**src/rtl/uart_result_sender_if.sv**
```systemverilog
// Signal bundle between the match controller, the result sender and the UART TX core.
// The sender uses the master view, and the controller/TX core side uses the slave view.
interface uart_result_sender_if;
    logic [1:0] UARTsend;
    logic [8:0] matchRow;
    logic       UARTsendComplete;
    logic       txBusy;
    logic       txStart;
    logic [7:0] txData;

    modport master (
        input  UARTsend, matchRow, txBusy,
        output txStart, txData, UARTsendComplete
    );

    modport slave (
        output UARTsend, matchRow, txBusy,
        input  txStart, txData, UARTsendComplete
    );
endinterface

```
**src/rtl/uart_result_sender.sv**
```systemverilog
// Formats one template-match result as ASCII ("M" + 3 decimal digits + LF, or "N" + LF)
// and streams it through the UART TX core under its busy handshake.
module uart_result_sender #(
    parameter logic [7:0] MATCH_CHAR   = 8'h4D,
    parameter logic [7:0] NOMATCH_CHAR = 8'h4E,
    parameter logic [7:0] TERM_CHAR    = 8'h0A
) (
    input  logic                 clock,
    input  logic                 reset,
    uart_result_sender_if.master bus
);
    typedef enum logic [2:0] {
        IDLE, CONV_H, CONV_T, SEND, WAIT_BUSY, WAIT_IDLE, DONE, HOLD
    } state_t;

    state_t     state;
    logic       is_match;
    logic [8:0] rem;
    logic [2:0] hund;
    logic [3:0] tens;
    logic [3:0] units;
    logic [2:0] idx;
    logic [2:0] last_idx;
    logic [7:0] cur_byte;

    always_comb begin
        cur_byte = TERM_CHAR;
        if (is_match) begin
            case (idx)
                3'd0:    cur_byte = MATCH_CHAR;
                3'd1:    cur_byte = 8'h30 + {5'd0, hund};
                3'd2:    cur_byte = 8'h30 + {4'd0, tens};
                3'd3:    cur_byte = 8'h30 + {4'd0, units};
                default: cur_byte = TERM_CHAR;
            endcase
        end else if (idx == 3'd0) begin
            cur_byte = NOMATCH_CHAR;
        end
    end

    always_ff @(posedge clock) begin
        if (reset) begin
            state                <= IDLE;
            is_match             <= 1'b0;
            rem                  <= '0;
            hund                 <= '0;
            tens                 <= '0;
            units                <= '0;
            idx                  <= '0;
            last_idx             <= '0;
            bus.txStart          <= 1'b0;
            bus.txData           <= '0;
            bus.UARTsendComplete <= 1'b0;
        end else begin
            bus.txStart          <= 1'b0;
            bus.UARTsendComplete <= 1'b0;
            case (state)
                IDLE: begin
                    if (bus.UARTsend == 2'd1 || bus.UARTsend == 2'd2) begin
                        is_match <= (bus.UARTsend == 2'd1);
                        rem      <= bus.matchRow;
                        hund     <= '0;
                        tens     <= '0;
                        units    <= '0;
                        idx      <= '0;
                        if (bus.UARTsend == 2'd1) begin
                            state <= CONV_H;
                        end else begin
                            last_idx <= 3'd1;
                            state    <= SEND;
                        end
                    end
                end
                // Binary-to-decimal by repeated subtraction, one step per cycle.
                CONV_H: begin
                    if (rem >= 9'd100) begin
                        rem  <= rem - 9'd100;
                        hund <= hund + 3'd1;
                    end else begin
                        state <= CONV_T;
                    end
                end
                CONV_T: begin
                    if (rem >= 9'd10) begin
                        rem  <= rem - 9'd10;
                        tens <= tens + 4'd1;
                    end else begin
                        units    <= rem[3:0];
                        last_idx <= 3'd4;
                        state    <= SEND;
                    end
                end
                SEND: begin
                    if (!bus.txBusy) begin
                        bus.txStart <= 1'b1;
                        bus.txData  <= cur_byte;
                        state       <= WAIT_BUSY;
                    end
                end
                WAIT_BUSY: begin
                    if (bus.txBusy) state <= WAIT_IDLE;
                end
                WAIT_IDLE: begin
                    if (!bus.txBusy) begin
                        if (idx == last_idx) begin
                            state <= DONE;
                        end else begin
                            idx   <= idx + 3'd1;
                            state <= SEND;
                        end
                    end
                end
                DONE: begin
                    bus.UARTsendComplete <= 1'b1;
                    state                <= HOLD;
                end
                // Requester keeps UARTsend asserted after completion; wait for it to drop.
                HOLD: begin
                    if (bus.UARTsend == 2'd0 || bus.UARTsend == 2'd3) state <= IDLE;
                end
                default: state <= IDLE;
            endcase
        end
    end
endmodule

```
**src/flat_wrapper.sv**
```systemverilog
// flat-port wrapper written by rule: the top's interface ports become plain ports
module uart_result_sender_flat 
#(
    parameter logic [7:0] MATCH_CHAR   = 8'h4D,
    parameter logic [7:0] NOMATCH_CHAR = 8'h4E,
    parameter logic [7:0] TERM_CHAR    = 8'h0A
)
  (clock, reset, bus_UARTsend, bus_matchRow, bus_txBusy, bus_txStart, bus_txData, bus_UARTsendComplete);
  uart_result_sender_if bus_i ();
  input  logic clock;
  input  logic reset;
  input wire logic [$bits(bus_i.UARTsend)-1:0] bus_UARTsend;
  input wire logic [$bits(bus_i.matchRow)-1:0] bus_matchRow;
  input wire logic [$bits(bus_i.txBusy)-1:0] bus_txBusy;
  output wire logic [$bits(bus_i.txStart)-1:0] bus_txStart;
  output wire logic [$bits(bus_i.txData)-1:0] bus_txData;
  output wire logic [$bits(bus_i.UARTsendComplete)-1:0] bus_UARTsendComplete;
  assign bus_i.UARTsend = bus_UARTsend;
  assign bus_i.matchRow = bus_matchRow;
  assign bus_i.txBusy = bus_txBusy;
  assign bus_txStart = bus_i.txStart;
  assign bus_txData = bus_i.txData;
  assign bus_UARTsendComplete = bus_i.UARTsendComplete;
  uart_result_sender #(.MATCH_CHAR(MATCH_CHAR), .NOMATCH_CHAR(NOMATCH_CHAR), .TERM_CHAR(TERM_CHAR)) u_core (.clock(clock), .reset(reset), .bus(bus_i));
endmodule
```
**config.mk**
```make
export PLATFORM = sky130hd
export DESIGN_NAME = uart_result_sender_flat
export DESIGN_NICKNAME = d
export VERILOG_FILES = /design/src/rtl/uart_result_sender_if.sv /design/src/rtl/uart_result_sender.sv /design/src/flat_wrapper.sv
export SDC_FILE = /design/constraint.sdc
export NUM_CORES = 1
export LEC_CHECK = 0
export ABC_AREA = 1
export BUFFER_PORTS_ARGS = -buffer_cell sky130_fd_sc_hd__buf_2
export CAP_MARGIN = 20
export CORE_MARGIN = 8
export CORE_UTILIZATION = 60
export CTS_CLUSTER_DIAMETER = 30
export DETAILED_ROUTE_END_ITERATION = 8
export GPL_TIMING_DRIVEN = 0
export HOLD_SLACK_MARGIN = 0.12
export PLACE_DENSITY = 0.77
export SLEW_MARGIN = 10
export SYNTH_ARGS = -nofsm -noshare
export SYNTH_HDL_FRONTEND = slang
export SYNTH_SLANG_ARGS = --single-unit
export TNS_END_PERCENT = 5
```
**constraint.sdc**
```tcl
create_clock -name clock -period 1.9 [get_ports clock]
set_input_delay 0 -clock clock [delete_from_list [all_inputs] [get_ports clock]]
set_output_delay 0 -clock clock [all_outputs]
set_load 0.05 [all_outputs]
```
==> flow_metrics.env, run 1 <==
export IMPL_status="finished clean"
export IMPL_wl_per_cell_um=13.36
export IMPL_cts_tree="built"
export IMPL_worst_slew_pin_transition_ns=0.5427
export IMPL_synth_seq_cells=37
export IMPL_viasPerCell=5.366
export IMPL_period_needed_ns=1.805
export IMPL_drc=0
export IMPL_syn_num_nets=437
export IMPL_grt_pass1_vias=2436
export IMPL_crit_buf_inv=2
export IMPL_antenna_found_initial=0
export IMPL_port_buffers=22
export IMPL_p_per_area_nw_per_um2=1560
export IMPL_rsz0062_at_grt="yes"
export IMPL_pre_cts_ws_ns=-0.1697
export IMPL_reg2reg_from="u_core.rem[2]"
export IMPL_synth_area_sq_um=2599
export IMPL_slew_headroom_pct=63.82
export IMPL_cap_violations=0
export IMPL_crit_chain="inv_2, ha_1, inv_1, nand2_2, nand3_2, o21ai_1, nand2_1, nand2_1, a21oi_1"
export IMPL_fin_area_sq_um=2994
export IMPL_drt_iter0_markers=222
export IMPL_critPathArrivalTime_ns=1.97
export IMPL_period_share_pct=95.01
export IMPL_timing_hold_ws_ns=0.1471
export IMPL_path_clk_slew_ns=0.08
export IMPL_regToRegEndpoint="u_core.units[1]"
export IMPL_gr_usage_all_layers_pct=21.03
export IMPL_slew_viol_final=0
export IMPL_cp_top_family="simple AND/OR/NAND/NOR gates"
export IMPL_core_area_sq_um=4264
export IMPL_fillers=394
export IMPL_grt_start_max_net_pins=13
export IMPL_drtAntennaViolNets=0
export IMPL_io_pins=24
export IMPL_layout_commonest_cell="nand2_1"
export IMPL_antenna_diode_count=0
export IMPL_synth_cell_types=33
export IMPL_startpoint_type="flop"
export IMPL_crit_top_cell="nand2_1"
export IMPL_cts_root_buf="clkbuf_8"
export IMPL_clock_sinks=37
export IMPL_initial_core_util_pct=60.94
export IMPL_synth_seq_area_share_pct=28.50
export IMPL_slowest_stage="dfxtp_2"
export IMPL_cts_max_path_buffers=2
export IMPL_worstSetupStartpoint="u_core.rem[2]"
export IMPL_ys_flop_type="dfxtp_1"
export IMPL_synth_cells=405
export IMPL_wirelength_um=6615
export IMPL_die_h_um=81.81
export IMPL_synth_edf_count=0
export IMPL_dpl_cell_area_sq_um=2774
export IMPL_hold_violations=0
export IMPL_max_vdd_ir_drop_uv=712.7
export IMPL_drive_gt1_share_pct=17.16
export IMPL_post_cts_buffers=0
export IMPL_power_leakage_nw=1.469
export IMPL_die_w_um=81.81
export IMPL_grt_pass1_wl_um=11070
export IMPL_rows=24
export IMPL_fmax_mhz=554.0
export IMPL_r2r_cells=9
export IMPL_cp_depth=9
export IMPL_hold_path_class="in2reg"
export IMPL_htreeDepth=2
export IMPL_cp_data_required_time_ns=2.06
export IMPL_dieArea_sq_um=6693
export IMPL_fin_worst_skew_ns=0.005451
export IMPL_mostFrequentLayoutCells="nand2_1, nor2_1, nand3_1, inv_1, dfxtp_1"
export IMPL_crit_path_max_fanout=6
export IMPL_cp_slowest_stage_delay_ns=0.37
export IMPL_crit_path_end="u_core.units[1]"
export IMPL_end_kind="flop"
export IMPL_ys_async_sr_fraction_pct=0
export IMPL_avgSynthCellArea_sq_um=6.417
export IMPL_gp_congestion=0.8651
export IMPL_firstDrtPassIters=4
export IMPL_yosys_warnings=0
export IMPL_vias=2656
export IMPL_grt_overflow=0
export IMPL_setup_violations=0
export IMPL_worstSkewPairLatency_ns=0.29
export IMPL_worst_setup_path_type="reg2reg"
export IMPL_r2r_setup_slack_ns=0.09
export IMPL_final_nets=474
export IMPL_layout_setup_ws_ns=0.09485
export IMPL_cts_inserted_buffers=5
export IMPL_hpwlAfterDp_um=4919
export IMPL_area_growth_syn_to_layout_pct=15.21
[tightest hold or removal path: cells and delay by family]
kind                   cells  cell delay (ns)
AO/OA/AOI/OAI              1             0.06
buffers and inverters      1             0.09
AND/OR/NAND/NOR            3             0.24
[through the flow]
| step | cells | total power [mW] | utilization, % | TNS, ns |
|---|---|---|---|---|
| after detailed placement | 479 | 3.853 | 65.05 | -1.350 |
| after global routing | 495 | 5.091 | 70.22 | -0.1192 |
| final | 495 | 4.671 | 70.22 | 0 |
| after floorplan | 405 | 3.289 | - | 0 |
| after global placement | 479 | 3.797 | 65.05 | -1.148 |
| after CTS | 495 | 4.629 | 69.87 | 0 |
[flip-flops by register name, indices dropped and copies added, names as in the netlist]
| signal | count |
|---|---|
| u_core.rem | 9 |
| u_core.bus.txData | 6 |
| u_core.tens | 4 |
| u_core.units | 4 |
| u_core.hund | 3 |
| u_core.idx | 3 |
| u_core.state | 3 |
| u_core.last_idx | 2 |
| u_core.bus.UARTsendComplete | 1 |
| u_core.bus.txStart | 1 |
| u_core.is_match | 1 |
[cell type report]
type | instances | area, sq um | share of cell area [%]
clock inverter | 2 | 37.54 | 1.254
timing repair buffer | 30 | 190.2 | 6.352
tap | 52 | 65.06 | 2.173
buffer | 10 | 58.81 | 1.964
multi-input combinational | 311 | 1640 | 54.78
inverter | 47 | 176.4 | 5.892
clock buffer | 6 | 82.58 | 2.758
sequential | 37 | 743.2 | 24.82
[layer usage]
metal / routed length [um] / GRT usage, % / vias up / share of wire (%)
met5: 0 / 0 / - / 0
met2: 3096 / 35.67 / 60 / 47
met4: 111 / 7.368 / 0 / 1.7
li1: - / - / 1371 / -
met3: 364 / 3.392 / 11 / 5.5
met1: 3042 / 26.26 / 1214 / 46
[cell families after synthesis]
family                   Yosys count  share of synthesized area [%]
flip-flops                        37                          28.50
adder cells (fa/ha/maj)           18                          8.666
AO/OA/AOI/OAI                     49                          10.16
XOR/XNOR                           4                          1.348
other                              1                         0.1443
AND/OR/NAND/NOR                  239                          42.18
buffers and inverters             57                          9.003
[synth_stat cells, drive strengths merged (3+ instances only)]
cell | number | area [sq um]
a21oi | 33 | 168.9
buf | 7 | 46.29
clkbuf | 3 | 11.26
dfxtp | 37 | 740.7
ha | 18 | 225.2
inv | 46 | 172.7
nand2 | 122 | 467.9
nand3 | 44 | 235.2
nand4 | 12 | 81.33
nor2 | 58 | 291.5
o21ai | 9 | 45.04
xor2 | 3 | 26.28
[power breakdown]
part / total (mW) / switching, mW / internal [mW]
clock network: 0.731 / 0.304 / 0.427
logic: 2.79 / 1.86 / 0.931
registers: 1.15 / 0.199 / 0.953
total: 4.67 / 2.36 / 2.31
[what timing repair did]
item,CTS,global route
hold buffers,8,0
gates resized for setup,5,6
endpoints found under the hold margin,11,0
pin swaps,0,0
setup endpoints to repair,16,22
[how the worst min path moves through the flow]
stage                         start             end  cells past startpoint
floorplan                     reset  u_core.hund[0]                      1
global placement              reset  u_core.hund[0]                      2
detailed placement            reset  u_core.hund[0]                      2
CTS                 bus_matchRow[4]   u_core.rem[4]                      5
global route        bus_matchRow[5]   u_core.rem[5]                      5
finish              bus_matchRow[4]   u_core.rem[4]                      5
No activity file was read; power rests on OpenSTA's default activity.
==> run 2, diff against run 1 <==
CORE_ASPECT_RATIO = 1.4   (was not set)
==> run 2 against run 1 <==
Wire length up 1.0%. Register-to-register slack about the same. Die area increased by 0.45%. Fmax is 0.62% higher. Hold slack worse by 0.018 ns. Clock power is 1% lower. Critical path depth is the same. First-iteration DRC count is 49% lower. Total power grew 1.1%.
==> flow_metrics.env, run 2 (same netlist as run 1, synthesis figures left out) <==
export IMPL_slew_headroom_pct=62.35
export IMPL_cts_inserted_buffers=5
export IMPL_regToRegEndpoint="u_core.hund[1]"
export IMPL_grt_pass1_wl_um=11290
export IMPL_viasPerCell=5.452
export IMPL_die_h_um=93.87
export IMPL_r2r_cells=9
export IMPL_cts_root_buf="clkbuf_8"
export IMPL_end_kind="flop"
export IMPL_r2r_setup_slack_ns=0.11
export IMPL_power_mw=4.723
export IMPL_layout_setup_ws_ns=0.1060
export IMPL_slew_viol_final=0
export IMPL_period_share_pct=94.42
export IMPL_drive_gt1_share_pct=16.82
export IMPL_hold_violations=0
export IMPL_initial_core_util_pct=61.82
export IMPL_max_vdd_ir_drop_uv=1017
export IMPL_whs_path_depth=7
export IMPL_startpoint_type="flop"
export IMPL_htreeDepth=2
export IMPL_hold_path_class="in2reg"
export IMPL_fillers=370
export IMPL_p_per_area_nw_per_um2=1565
export IMPL_crit_path_end="u_core.hund[1]"
export IMPL_antenna_found_initial=0
export IMPL_cts_tree="built"
export IMPL_antenna_diode_count=0
export IMPL_cts_max_path_buffers=2
export IMPL_clock_sinks=37
export IMPL_mostFrequentLayoutCells="nand2_1, nor2_1, nand3_1, inv_1, dfxtp_1"
export IMPL_fmax_mhz=557.4
export IMPL_min_from="bus_matchRow[3]"
export IMPL_top_register="u_core.rem"
export IMPL_reg_largest_list="u_core.rem x9, u_core.bus.txData x6"
export IMPL_crit_path_max_fanout=8
export IMPL_utilization_pct=71.79
export IMPL_gr_usage_all_layers_pct=20.87
export IMPL_wl_per_cell_um=13.61
export IMPL_port_buffers=22
export IMPL_area_growth_syn_to_layout_pct=16.13
export IMPL_rows=28
export IMPL_die_w_um=71.62
export IMPL_worstSkewPairLatency_ns=0.29
export IMPL_fin_worst_skew_ns=0.001581
export IMPL_gp_congestion=0.8770
export IMPL_largest_reg_flops=9
export IMPL_path_clk_slew_ns=0.07
export IMPL_drt_iter0_markers=113
export IMPL_setup_violations=0
export IMPL_pre_cts_ws_ns=-0.1498
export IMPL_firstDrtPassIters=4
export IMPL_grt_overflow=0
export IMPL_drtAntennaViolNets=0
export IMPL_wirelength_um=6682
export IMPL_dieArea_sq_um=6723
export IMPL_worstSetupStartpoint="u_core.state[1]"
export IMPL_grt_start_max_net_pins=12
export IMPL_drc=0
export IMPL_rsz0062_at_grt="yes"
export IMPL_grt_pass1_vias=2600
export IMPL_worst_setup_path_type="reg2reg"
export IMPL_hpwlAfterDp_um=5027
export IMPL_io_pins=24
export IMPL_reg2reg_from="u_core.state[1]"
export IMPL_period_needed_ns=1.794
export IMPL_cap_violations=0
export IMPL_fin_cells=491
export IMPL_placedCellCount=472
export IMPL_final_nets=477
export IMPL_status="finished clean"
export IMPL_critPathArrivalTime_ns=1.96
export IMPL_vias=2677
export IMPL_layout_commonest_cell="nand2_1"
export IMPL_power_leakage_nw=1.484
export IMPL_cp_data_required_time_ns=2.06
export IMPL_core_area_sq_um=4204
export IMPL_worst_slew_pin_transition_ns=0.5647
==> run 2: changes by cell type in the layout (fill, tap and decap cells not counted), sizes merged <==
cell / delta
buf: +2
dlygate4sd3: +1
clkinvlp: -1
clkbuf: +1
==> run 2: metrics by stage <==
stage                     hold slack (ns)  TNS (ns)  instance area, sq um
after floorplan                   0.06907         0                  2599
after global placement             0.2205    -1.354                  2765
after detailed placement           0.2259    -1.684                  2765
after CTS                          0.1226         0                  2975
after global routing               0.2304  -0.01570                  3018
final                              0.1287         0                  3018
==> run 2: repair_timing <==
item / in CTS / in global routing
cloned: 0 / 0
pin swaps: 0 / 1
hold buffers: 9 / 0
setup endpoints to repair: 19 / 19
hold endpoints to repair: 13 / 0
resized for setup: 4 / 7
setup buffers: 0 / 2
==> run 2: critical path: stages (launching register included) <==
cell and delay [ns]:
dfxtp_1 0.34, inv_1 0.09, ha_1 0.16, inv_1 0.08
nor2_4 0.18, inv_2 0.11, a21oi_1 0.38, nand2_1 0.17
nand2_1 0.09, a21oi_1 0.06
==> run 2: power breakdown <==
group          total (mW)  internal [mW]  switching [mW]
sequential           1.15          0.951           0.197
combinational        2.85          0.975            1.88
clock               0.724          0.428           0.295
total                4.72           2.35            2.37
==> run 2: worst min-delay path by stage <==
stage / end
floorplan: u_core.hund[0]
global placement: u_core.hund[0]
detailed placement: u_core.units[2]
CTS: u_core.rem[3]
global route: u_core.rem[3]
finish: u_core.rem[3]
==> run 2: per-layer routing <==
| layer | GRT usage [%] | part of all wire (%) |
|---|---|---|
| met1 | 20.90 | 40 |
| met2 | 39.02 | 52 |
| met3 | 3.632 | 4.3 |
| met4 | 12.14 | 3.5 |
| met5 | 0 | 0 |
==> run 2: final cells by class <==
| class | instances | area, sq um | area share [%] |
|---|---|---|---|
| multi-input cells | 311 | 1654 | 54.81 |
| flip-flops and latches | 37 | 742.0 | 24.59 |
| repair buffers | 33 | 215.2 | 7.131 |
| inverters | 47 | 176.4 | 5.846 |
| clock buffers | 7 | 86.33 | 2.861 |
| plain buffers | 10 | 57.56 | 1.907 |
| well taps | 45 | 56.30 | 1.866 |
| clock inverters | 1 | 30.03 | 0.9950 |
